<file path="src/rtl/div_unit_pkg.sv">
// Shared types and constants for the EX-stage divider.
package div_unit_pkg;

   localparam int XLEN_DEF = 32;

   // Cycles from request sampling to the done pulse on the full-length path.
   localparam int DIV_LATENCY = XLEN_DEF + 1;

   localparam logic [XLEN_DEF-1:0] INT_MIN  = 32'h8000_0000;
   localparam logic [XLEN_DEF-1:0] ALL_ONES = 32'hFFFF_FFFF;

   typedef enum logic [1:0] {
      DIV  = 2'b00,
      DIVU = 2'b01,
      REM  = 2'b10,
      REMU = 2'b11
   } div_op_t;

   typedef enum logic [1:0] {
      S_IDLE = 2'b00,
      S_BUSY = 2'b01,
      S_DONE = 2'b10
   } div_state_t;

   // DIV and REM treat operands as two's complement; the U variants do not.
   function automatic logic op_is_signed(input div_op_t op);
      return ~op[0];
   endfunction

   // REM/REMU return the remainder instead of the quotient.
   function automatic logic op_is_rem(input div_op_t op);
      return op[1];
   endfunction

endpackage

</file>
<file path="src/rtl/div_unit_step.sv">
// One radix-2 restoring division iteration, purely combinational.
// The partial remainder is shifted left taking the next dividend bit from
// the top of the quotient register; if the widened remainder reaches the
// divisor it is reduced and a 1 enters the quotient from the right.
module div_unit_step
   import div_unit_pkg::*;
#(
   parameter int XLEN = XLEN_DEF
) (
   input  logic [XLEN-1:0] i_rem,
   input  logic [XLEN-1:0] i_quo,
   input  logic [XLEN-1:0] i_divisor,
   output logic [XLEN-1:0] o_rem,
   output logic [XLEN-1:0] o_quo
);

   logic [XLEN:0] w_shift;
   logic [XLEN:0] w_diff;
   logic          w_ge;

   // Explicit compare rather than borrow-out: with a zero divisor the
   // remainder is not bounded by the divisor, and every step must subtract.
   always_comb begin
      w_shift = {i_rem, i_quo[XLEN-1]};
      w_diff  = w_shift - {1'b0, i_divisor};
      w_ge    = (w_shift >= {1'b0, i_divisor});
      o_rem   = w_ge ? w_diff[XLEN-1:0] : w_shift[XLEN-1:0];
      o_quo   = {i_quo[XLEN-2:0], w_ge};
   end

endmodule

</file>
<file path="src/rtl/div_unit.sv">
// Multi-cycle RV32M divider (DIV/DIVU/REM/REMU) for the EX stage.
//
//   state  | meaning
//   -------+---------------------------------------------------------------
//   S_IDLE | waiting for div_en_e; operands are only ever sampled here
//   S_BUSY | one restoring step per cycle, r_count steps remaining minus one
//   S_DONE | r_result holds the signed-corrected answer; done pulses once
//
// Divide-by-zero needs no special handling on the full path: every step
// subtracts zero, so the quotient ends all ones and the remainder ends equal
// to the dividend. Only the quotient sign must be suppressed in that case.
// Signed overflow likewise falls out naturally from the magnitudes.
module div_unit
   import div_unit_pkg::*;
#(
   parameter int XLEN      = XLEN_DEF,
   parameter bit EARLY_OUT = 1'b1
) (
   input  logic            clk,
   input  logic            rst_n,
   input  logic            div_en_e,
   input  logic [1:0]      div_op_e,
   input  logic [XLEN-1:0] a_e,
   input  logic [XLEN-1:0] b_e,
   input  logic            kill,
   output logic            div_done_e,
   output logic [XLEN-1:0] div_result_e,
   output logic            div_busy
);

   localparam int CNT_W = $clog2(XLEN);
   localparam int L_STEPS = (XLEN == XLEN_DEF) ? DIV_LATENCY - 1 : XLEN;
   localparam logic [XLEN-1:0] L_INT_MIN =
      (XLEN == XLEN_DEF) ? XLEN'(INT_MIN) : {1'b1, {(XLEN-1){1'b0}}};
   localparam logic [XLEN-1:0] L_ALL_ONES =
      (XLEN == XLEN_DEF) ? XLEN'(ALL_ONES) : {XLEN{1'b1}};

   div_state_t       r_state;
   div_state_t       w_state_nxt;
   logic [CNT_W-1:0] r_count;
   logic [XLEN-1:0]  r_rem;
   logic [XLEN-1:0]  r_quo;
   logic [XLEN-1:0]  r_div;
   logic [XLEN-1:0]  r_result;
   logic             r_is_rem;
   logic             r_neg_q;
   logic             r_neg_r;

   div_op_t          w_op;
   logic             w_signed;
   logic             w_a_neg;
   logic             w_b_neg;
   logic [XLEN-1:0]  w_a_mag;
   logic [XLEN-1:0]  w_b_mag;
   logic             w_b_zero;
   logic             w_ovf;
   logic             w_special;
   logic [XLEN-1:0]  w_special_res;
   logic             w_start;
   logic [XLEN-1:0]  w_rem_nxt;
   logic [XLEN-1:0]  w_quo_nxt;
   logic [XLEN-1:0]  w_final;

   div_unit_step #(.XLEN(XLEN)) u_step (
      .i_rem     (r_rem),
      .i_quo     (r_quo),
      .i_divisor (r_div),
      .o_rem     (w_rem_nxt),
      .o_quo     (w_quo_nxt)
   );

   // Request decode: operand magnitudes, sign flags and the fast-path answer.
   always_comb begin
      w_op      = div_op_t'(div_op_e);
      w_signed  = op_is_signed(w_op);
      w_a_neg   = w_signed & a_e[XLEN-1];
      w_b_neg   = w_signed & b_e[XLEN-1];
      w_a_mag   = w_a_neg ? -a_e : a_e;
      w_b_mag   = w_b_neg ? -b_e : b_e;
      w_b_zero  = (b_e == '0);
      w_ovf     = w_signed && (a_e == L_INT_MIN) && (b_e == L_ALL_ONES);
      w_special = EARLY_OUT && (w_b_zero || w_ovf);
      if (w_b_zero) begin
         w_special_res = op_is_rem(w_op) ? a_e : L_ALL_ONES;
      end else begin
         w_special_res = op_is_rem(w_op) ? '0 : L_INT_MIN;
      end
      w_start = (r_state == S_IDLE) && div_en_e && !kill;
   end

   // Sign-correct the result of the final step on its way into r_result.
   always_comb begin
      if (r_is_rem) begin
         w_final = r_neg_r ? -w_rem_nxt : w_rem_nxt;
      end else begin
         w_final = r_neg_q ? -w_quo_nxt : w_quo_nxt;
      end
   end

   // Next-state logic; kill overrides everything and returns to idle.
   always_comb begin
      w_state_nxt = r_state;
      case (r_state)
         S_IDLE: begin
            if (w_start) begin
               w_state_nxt = w_special ? S_DONE : S_BUSY;
            end
         end
         S_BUSY: begin
            if (r_count == '0) begin
               w_state_nxt = S_DONE;
            end
         end
         S_DONE:  w_state_nxt = S_IDLE;
         default: w_state_nxt = S_IDLE;
      endcase
      if (kill) begin
         w_state_nxt = S_IDLE;
      end
   end

   // State register.
   always_ff @(posedge clk or negedge rst_n) begin
      if (!rst_n) begin
         r_state <= S_IDLE;
      end else begin
         r_state <= w_state_nxt;
      end
   end

   // Datapath: capture on start, iterate while busy, latch the final answer.
   always_ff @(posedge clk or negedge rst_n) begin
      if (!rst_n) begin
         r_count  <= '0;
         r_rem    <= '0;
         r_quo    <= '0;
         r_div    <= '0;
         r_result <= '0;
         r_is_rem <= 1'b0;
         r_neg_q  <= 1'b0;
         r_neg_r  <= 1'b0;
      end else if (w_start) begin
         r_count  <= CNT_W'(L_STEPS - 1);
         r_rem    <= '0;
         r_quo    <= w_a_mag;
         r_div    <= w_b_mag;
         r_is_rem <= op_is_rem(w_op);
         r_neg_q  <= (w_a_neg ^ w_b_neg) && !w_b_zero;
         r_neg_r  <= w_a_neg;
         if (w_special) begin
            r_result <= w_special_res;
         end
      end else if ((r_state == S_BUSY) && !kill) begin
         r_rem <= w_rem_nxt;
         r_quo <= w_quo_nxt;
         if (r_count == '0) begin
            r_result <= w_final;
         end else begin
            r_count <= r_count - 1'b1;
         end
      end
   end

   // Done is gated by kill so a flush in the done cycle drops the result.
   always_comb begin
      div_done_e   = (r_state == S_DONE) && !kill;
      div_result_e = div_done_e ? r_result : '0;
      div_busy     = (r_state != S_IDLE);
   end

endmodule

</file>
<file path="config.mk">
export PLATFORM = sky130hd
export DESIGN_NAME = div_unit
export DESIGN_NICKNAME = d
export VERILOG_FILES = /design/src/rtl/div_unit_pkg.sv /design/src/rtl/div_unit_step.sv /design/src/rtl/div_unit.sv
export SDC_FILE = /design/constraint.sdc
export NUM_CORES = 1
export LEC_CHECK = 0
export BUFFER_PORTS_ARGS = -buffer_cell sky130_fd_sc_hd__buf_2
export CORE_MARGIN = 3
export CORE_UTILIZATION = 40
export DETAILED_ROUTE_END_ITERATION = 12
export GPL_ROUTABILITY_DRIVEN = 0
export HOLD_SLACK_MARGIN = 0.03
export PLACE_DENSITY = 0.69
export SLEW_MARGIN = 10
export SYNTH_ARGS = -nofsm -noshare
export SYNTH_HDL_FRONTEND = slang
export SYNTH_SLANG_ARGS = --single-unit
</file>
<file path="constraint.sdc">
create_clock -name clk -period 12 [get_ports clk]
set_input_delay 1.8 -clock clk [delete_from_list [all_inputs] [get_ports clk]]
set_output_delay 1.8 -clock clk [all_outputs]
set_load 0.005 [all_outputs]
</file>
After elaboration in Yosys (flattened, before gate mapping)
Cells that the tools add are included.
{ "classes": {"muxes": 26, "n_addsub": 6, "shifts": 0, "n_mul": 0, "div": 0, "n_reduce_logical": 19, "bitwise": 4, "n_eq_ne": 8, "n_lt_le_gt_ge": 1} }
{ "ops": {"columns": ["operator", "count"], "rows": [
  ["$mux W32", 18],
  ["$neg A32 Y32", 4],
  ["$eq A32 B32 Y1 const B", 2],
  ["$ge A33 B32 Y1", 1],
  ["$logic_not A32 Y1", 1],
  ["$sub A32 B32 Y32", 1],
  ["$mux W5", 3],
  ["$mux W2", 4],
  ["$logic_and A1 B1 Y1", 7],
  ["$ne A3 B3 Y1 const B", 2],
  ["$reduce_bool A2 Y1", 3],
  ["$logic_not A5 Y1", 1],
  ["$sub A5 B1 Y5 const B", 1],
  ["$ne A2 B2 Y1 const B", 2],
  ["$pmux W2 S2", 1],
  ["$reduce_and A2 Y1", 2],
  ["$reduce_and A3 Y1", 1],
  ["$and A1 B1 Y1", 2],
  ["$eq A2 B1 Y1 const B", 1],
  ["$eq A2 B2 Y1 const B", 1],
  ["$logic_not A1 Y1", 2],
  ["$logic_not A2 Y1", 1],
  ["$logic_or A1 B1 Y1", 1],
  ["$not A1 Y1", 1],
  ["$xor A1 B1 Y1", 1]
]} }
{ "word_totals": {"wordCells": 73, "regBits": 138, "memories": 0, "ram_bits": 0, "rom_bits": 0, "latchBits": 0} }

Depth between registers and ports, before layout
Gate-level depths: netlist of the first run.
{ "logic_depth": {"ltp_word": 8, "depth_mapped": 23, "ltp_nobuf": 19} }

Cells and area by module
From an unflattened synthesis of the first run, not the netlist that was laid out.
{ "hier_totals": {"cells_unflattened": 1489, "area_unflattened_um2": 11870.1} }
{ "by_module_without_submodules": {"columns": ["module", "area_per_inst_um2", "cells_per_inst", "n_inst"], "rows": [
  ["div_unit", 9298.9, 1134, 1],
  ["div_unit_step", 2571.2, 355, 1]
]} }

Worst setup path after synthesis of the first run
Ideal clock, no wire load.
{ "synth_timing": {"kind": "register -> register", "startpoint": "register r_rem[10]", "endpoint": "register r_result[30]", "setup_time_ns": 0.120, "stages_incl_launch_ff": 22, "slack_ns": 7.196, "synth_period_minus_slack_ns": 4.804, "t_arrival_ns": 4.684, "t_required_ns": 11.880, "cell_sequence": "dfrtp_1 -> ha_1 -> buf_2 -> nand4_2 -> nor3_1 -> a21boi_4 -> o311ai_4 -> nand2_4 -> buf_2 -> buf_2 -> buf_2 -> buf_1 -> nand2_1 -> o21ai_0 -> ha_1 -> nand3_1 -> or3_1 -> o41ai_4 -> and4_4 -> and4b_1 -> mux2i_1 -> nor2_1"} }
{ "synth_between": {"elab_chain_cells": 8, "word_cells_on_any_way": 11, "classes_between": "3 x add/sub; 1 x order compare; 7 x mux"} }
{ "synth_rtl": {"columns": ["item", "line_no", "source"], "rows": [
  ["start, declared", "div_unit.sv:41", "logic [XLEN-1:0] r_rem;"],
  ["start signal, assigned", "div_unit.sv:154", "r_rem <= w_rem_nxt;"],
  ["$sub A32 B32 Y32 or $ge A33 B32 Y1 (tied branches)", "div_unit_step.sv:25, div_unit_step.sv:26", null],
  ["$mux W32", "div_unit_step.sv:27", "o_rem = w_ge ? w_diff[XLEN-1:0] : w_shift[XLEN-1:0];"],
  ["$neg A32 Y32", "div_unit.sv:94", "w_final = r_neg_r ? -w_rem_nxt : w_rem_nxt;"],
  ["$mux W32", "div_unit.sv:94", null],
  ["$mux W32 *", "div_unit.sv:93", "if (r_is_rem) begin"],
  ["$mux W32 *", "div_unit.sv:156", "if (r_count == '0) begin"],
  ["$mux W32 *", "div_unit.sv:153", "end else if ((r_state == S_BUSY) && !kill) begin"],
  ["$mux W32 *", "div_unit.sv:142", "end else if (w_start) begin"],
  ["end signal, assigned", "div_unit.sv:151", "r_result <= w_special_res;"],
  ["end signal, assigned", "div_unit.sv:157", "r_result <= w_final;"],
  ["end, declared", "div_unit.sv:44", "logic [XLEN-1:0] r_result;"]
]} }
Every way passes the cells marked *; elsewhere a longest branch is shown, timed or not. The select of a mux whose other input is x is not followed.
A chain may end at the register's enable or synchronous reset.

Worst setup path after layout of the first run
{ "layout_timing": {"startpoint": "register r_rem[0]", "endpoint": "register r_result[16]"} }
Same word-level chain as after synthesis.

==> summary.txt, run 1 <==
Outcome = complete, no violations
Top_reg_cell synth = dfrtp_1
Share of layout cells above drive strength 1 = 0.1164
Setup Total Neg Slack = 0 ps
Slew @ Worst Pin = 1096 ps
Hold Crit Endpoint = r_result[1]
Detailed Route WL = 39360 um
M2 GR Usage = 0.3830
M3 GR Usage = 0.05236
Reg2reg end = r_result[16]
GRT busiest layer = met2
# IOs = 104
Post-synthesis async set-or-reset flop share = 1.000
Post-synthesis sequential area ratio = 0.2901
Remaining DRCs = 0
Cts bufs inserted = 17
Core box area = 29010 um^2
Global-route met1 utilization = 0.3429
Register bit total from synthesis = 138
Layout Nets = 1695
DP HPWL = 29150 um
Synth Warn # = 0
Per-cell routed wire length = 19.86 um
Slew HR = 0.2692
Syn_area_per_cell = 7.729 um^2
CTS tree = yes
Total grt overflow = 0
Critical setup path kind = flip-flop to flip-flop
Worst-path clk slew = 70 ps
Post_cts resized = 0
Max cap viols = 0
CTS max path bufs = 2
CP startpoint kind = flip-flop
Total GRT Usage = 0.2475
VDD IR max = 165.6 uV
Min Tclk post-route = 5360 ps
CP Data Arrival Time = 5650 ps
FF-to-FF setup slack = 6640 ps
Worst hold path cell count = 2
Total leakage power = 5.617 nW
Initial antenna violation count = 3
Top cell type by total area after synthesis = dfrtp_1
R2r worst-path depth = 17
Hold Buf Count CTS = 0
Initial Util = 0.4103
Core Rows = 62
CP required = 12290 ps
Vias in the first global route = 11190
Post-Syn Area = 11900 um^2
First-iteration detailed-routing DRC count = 1257
Diode count = 0
I/O Buffers = 103
Initial DRT Pass Iterations = 7
Critical Path Fanout Max = 27
Die H = 178.5 um
Hold Fails Final Rpt = 0
Yosys cell types = 95
Die footprint = 31860 um^2
RSZ-0062 raised after global routing = no
Fmax = 0.1866 GHz
# clock sinks = 138
Post-synth net total = 1650
Vias per inst = 6.065
Reg2reg start = r_rem[0]
Final setup viols = 0
Layout Utilization = 0.4568
Max-slew violation count = 0
Final period utilization = 0.4466
Total number of vias = 12020
Post-CTS setup buffers = 0
Worst Clk Skew = 12.14 ps
Hold Crit Class = flip-flop to flip-flop
Hold_sp = r_result[1]
Die W = 178.5 um
PD cells = 230.0 nW/um^2
Clock Latency Late Sink = 440 ps
Top cells by area, synth = dfrtp_1 29%, nand2_1 7.7%, xnor2_1 6.3%
Global-route wire length before repair = 62080 um
Post-synth EDFFs = 0
Synth top area share = 0.2901
DRT antenna net count = 0
H-tree depth = 4
Largest net degree at the start of global routing = 74
Root buf cell = clkbuf_16
P&R area growth vs syn = 11.35%
Cells after synthesis = 1540
Critical path capture point type = flip-flop
## cell usage in the layout (no fill, tap or decap), types with 5 or more instances in the layout
cell         n
nand4_1     24
a21o_1      10
ha_1        39
or2_2        5
buf_4       13
and2_1      39
clkbuf_16   17
inv_6        5
o21ai_0    140
o2111ai_1    5
a211oi_1    10
and3_1       8
xor2_1      49
o31ai_1     29
o41ai_1     11
a21oi_1     89
nor2_1     118
o221ai_1    23
or3_1       24
nand3b_1     6
a211o_1      5
inv_1       57
a22oi_1      6
nor3_1      35
nor4_1      17
dfrtp_1    138
a31oi_1     35
or4_1       14
nand3_1     20
o21a_1      13
nand2_1    242
mux2i_1     23
o211ai_1    13
xnor2_1     86
nand2b_1    12
buf_2      102
## layout make-up
type                            count  area, um^2
Fill cell                        2964       15760
Inverter                           59       221.5
Sequential cell                   138        3453
Tap cell                          384       480.5
Clock inverter                     13       153.9
Clock buffer                       19       442.9
Multi-Input combinational cell   1253        7883
Timing Repair Buffer              116       619.3
## report_power, final
part | internal, mW | switching (mW) | total, mW
clock | 0.318 | 0.238 | 0.555
combinational | 0.645 | 1.16 | 1.81
sequential | 0.559 | 0.129 | 0.688
total | 1.52 | 1.53 | 3.05
## state kept, by name (all words and copies together), names as in the netlist
signal / cells
r_count: 5
r_div: 32
r_state: 2
r_result: 32
r_rem: 32
r_is_rem: 1
r_quo: 32
r_neg_r: 1
r_neg_q: 1
## metrics by stage
stage	hold slack, ps	cell area, um^2	setup WS, ps	power, mW	std cells
floorplan	430.4	11900	7196	1.978	1540
global placement	451.1	12660	6886	2.413	1950
detailed placement	455.2	12660	6770	2.442	1950
CTS	471.6	13250	6730	3.004	1982
global route	487.7	13250	6142	3.255	1982
finish	467.9	13250	6640	3.049	1982
## critical path, stage by stage (launching register included)
cell       delay, ps
dfrtp_1          460
ha_1             340
nor2b_1          160
o2111ai_1        520
a21boi_4         160
o311ai_4         410
nand2_4           80
inv_2            220
buf_4            340
mux2i_1          340
ha_1             260
nand3_1          150
or3_1            420
o31ai_1          390
o21ai_0          200
xnor2_1          160
a211oi_1         430
o21ai_0          160
## cell families (layout without fill, tap and decap cells)
family,after synthesis,in the layout,share of synthesized area
compound gates,449,449,0.2470
xor+xnor,135,135,0.09934
fa+ha+maj,40,40,0.04268
buf+inv,149,207,0.04993
flops,138,138,0.2901
mux,24,24,0.02029
simple gates,605,605,0.2506
## routing by layer
layer,wire length [um],up-vias
li1,-,5644
met1,17170,5708
met2,17360,577
met3,3577,87
met4,1220,4
met5,24,-
## how the worst max path moves through the flow
stage / start / end / cells after the start
4_1_cts: r_rem[17] / r_result[16] / 17
5_1_grt: r_rem[17] / r_result[16] / 17
3_3_place_gp: r_rem[0] / r_result[16] / 18
6_report: r_rem[0] / r_result[16] / 17
2_1_floorplan: r_rem[10] / r_result[30] / 21
3_5_place_dp: r_rem[17] / r_result[16] / 17
## cell usage after synthesis (12+ instances only)
master / count
nand2_1: 243
o21ai_0: 140
dfrtp_1: 138
nor2_1: 119
a21oi_1: 89
xnor2_1: 86
clkbuf_1: 62
inv_1: 57
xor2_1: 49
and2_1: 39
ha_1: 39
a31oi_1: 35
nor3_1: 35
o31ai_1: 29
nand4_1: 24
or3_1: 24
mux2i_1: 23
o221ai_1: 23
buf_2: 22
nand3_1: 20
nor4_1: 17
or4_1: 14
o211ai_1: 13
o21a_1: 13
nand2b_1: 12
No activity file was read; power rests on OpenSTA's default activity.
==> run 2: changes to the inputs <==
- clock period: 12 -> 5 ns (I/O delays scaled with it)
==> summary.txt, run 2 (synthesis gave the netlist of run 1 again) <==
Layout Utilization = 0.4623 (+0.005434)
Instance count on the critical path = 16 (-1)
Vias in the first global route = 11040 (-1.3%)
CP startpoint kind = flip-flop
Detailed Route WL = 39480 um (+0.29%)
Worst Clk Skew = 12.22 ps (+0.07770 ps)
DRT antenna net count = 0 (unchanged)
Reg2reg start = r_rem[11]
Hold Buf Count CTS = 0 (unchanged)
CP endpoint = r_result[30]
CP startpoint = r_rem[11]
Reg2reg end = r_result[30]
# clock sinks = 138 (unchanged)
Diode count = 0 (unchanged)
Delay-heaviest family, CP = compound AO/OA/AOI/OAI gates
Critical path capture point type = flip-flop
Placed instance area = 12750 um^2 (+0.77%)
Cts bufs inserted = 17 (unchanged)
VDD IR max = 293.3 uV (+77%)
Slew HR = 0.3344 (+0.06516)
Top cell by count, worst path = ha_1
PD cells = 559.0 nW/um^2 (+140%)
Critical Path Fanout Max = 11 (-59%)
FF-to-FF setup slack = 300 ps (-6340 ps)
Die W = 178.5 um (unchanged)
Crit-path max cell delay = 470 ps (-50 ps)
Core Rows = 62 (unchanged)
Fin area = 13410 um^2 (+1.2%)
CTS tree = yes
Min Tclk post-route = 4699 ps (-660.8 ps)
Placed insts = 1963 (+0.67%)
Final setup viols = 0 (unchanged)
Hold Fails Final Rpt = 0 (unchanged)
Root buf cell = clkbuf_16
Worst-path clk slew = 70 ps (about the same)
Sequential power share = 0.218 (-0.008)
RSZ-0062 raised after global routing = no
Critical setup path kind = flip-flop to flip-flop
Commonest non-fill, non-tap cell in the layout = nand2_1
# IOs = 104 (unchanged)
Initial DRT Pass Iterations = 8 (+1)
Global-route wire length before repair = 61720 um (-0.58%)
Initial antenna violation count = 1 (-2)
P&R area growth vs syn = 12.68%
Fmax = 0.2128 GHz (+14%)
Switching share of power = 0.4980 (-0.002822)
Core box area = 29010 um^2 (unchanged)
Hold Crit Class = primary input to asynchronous set/reset pin
Clock Latency Late Sink = 430 ps (about the same)
CP required = 5320 ps (-6970 ps)
Commonest non-fill, non-tap cells in the layout = 242 x nand2_1, 140 x o21ai_0, 138 x dfrtp_1
Total leakage power = 5.688 nW (+1.3%)
Setup Total Neg Slack = 0 ps (unchanged)
First-iteration detailed-routing DRC count = 1313 (+4.5%)
Per-cell routed wire length = 19.79 um (-0.36%)
Initial Util = 0.4103 (unchanged)
Largest net degree at the start of global routing = 104 (+41%)
Comb pwr share = 0.602 (+0.010)
Die H = 178.5 um (unchanged)
Die footprint = 31860 um^2 (unchanged)
CTS max path bufs = 2 (unchanged)
Sw Pwr = 3.734 mW (+140%)
Critical path's slowest cell = dfrtp_1
Slew @ Worst Pin = 998.4 ps (-97.75 ps)
DP HPWL = 29470 um (+1.1%)
Layout Nets = 1708 (+0.77%)
Vias per inst = 6.079 (+0.24%)
Share of layout cells above drive strength 1 = 0.1297 (+0.01334)
Int Pwr = 3.763 mW (+150%)
Final period utilization = 0.9398 (+0.4931)
CP Data Arrival Time = 5020 ps (-630 ps)
Total GRT Usage = 0.2445 (-0.002959)
I/O Buffers = 103 (unchanged)
Max cap viols = 0 (unchanged)
Total grt overflow = 0 (unchanged)
H-tree depth = 4 (unchanged)
Clock power share = 0.180 (-0.002)
Remaining DRCs = 0 (unchanged)
Critical path buffers and inverters = 1 (-1)
Power Total = 7.497 mW (+150%)
CP cell instances = ha_1, a21oi_1, o21a_2, o21ai_1, o311ai_4, nand2_4, inv_2, mux2i_2, ha_1, nand3_1, or3_1, o41ai_4, and4_4, and4b_1, mux2i_1, nor2_1
Outcome = complete, no violations
Max-slew violation count = 0 (unchanged)
Fin cells = 1995 (+0.66%)
R2r worst-path depth = 16 (-1)
Total number of vias = 12130 (+0.90%)
[run 2: power groups by stage]
stage | sequential [mW] | clock, mW | combinational, mW
floorplan | 1.55 | 0 | 3.20
global placement | 1.63 | 0 | 4.28
detailed placement | 1.64 | 0 | 4.32
CTS | 1.62 | 1.36 | 4.35
global route | 1.67 | 1.41 | 4.89
finish | 1.64 | 1.35 | 4.51
[run 2: through the flow]
| stage | hold WS (ps) | worst slack, ps |
|---|---|---|
| after floorplan | 430.4 | 195.9 |
| after global routing | 486.6 | 13.93 |
| after detailed placement | 453.8 | 282.2 |
| after global placement | 447.0 | 405.6 |
| after CTS | 468.3 | 212.8 |
| final | 437.9 | 301.1 |
[run 2: area by class of cell]
class                   count  area (um^2)
clock buffers              19        442.9
clock inverters            13        166.4
fillers                  2860        15600
inverters                  59        221.5
multi-input cells        1253         7926
flip-flops and latches    138         3453
well taps                 384        480.5
repair buffers            129        720.7
[run 2: worst min path at each step]
| stage | from | endpoint | slack (ps) | cells past startpoint |
|---|---|---|---|---|
| 2_1_floorplan | r_result[10] | r_result[10] | 430 | 2 |
| 3_3_place_gp | r_result[2] | r_result[2] | 450 | 2 |
| 3_5_place_dp | r_result[2] | r_result[2] | 450 | 2 |
| 4_1_cts | r_result[2] | r_result[2] | 470 | 2 |
| 5_1_grt | r_result[19] | r_result[19] | 490 | 1 |
| 6_report | rst_n | r_div[11] | 440 | 1 |
[run 2: metal layers]
metal  vias up  global-route usage  routed length, um
met5         -                   0                 14
met4         2             0.07630               1068
met3        66             0.05151               3309
met2       532              0.3732              17500
met1      5841              0.3457              17580
li1       5687                   -                  -
[run 2: what timing repair did]
| action | 4_1_cts | 5_1_grt |
|---|---|---|
| endpoints found under the setup margin | 0 | 10 |
| buffers inserted | 0 | 0 |
| resized for setup | 0 | 11 |
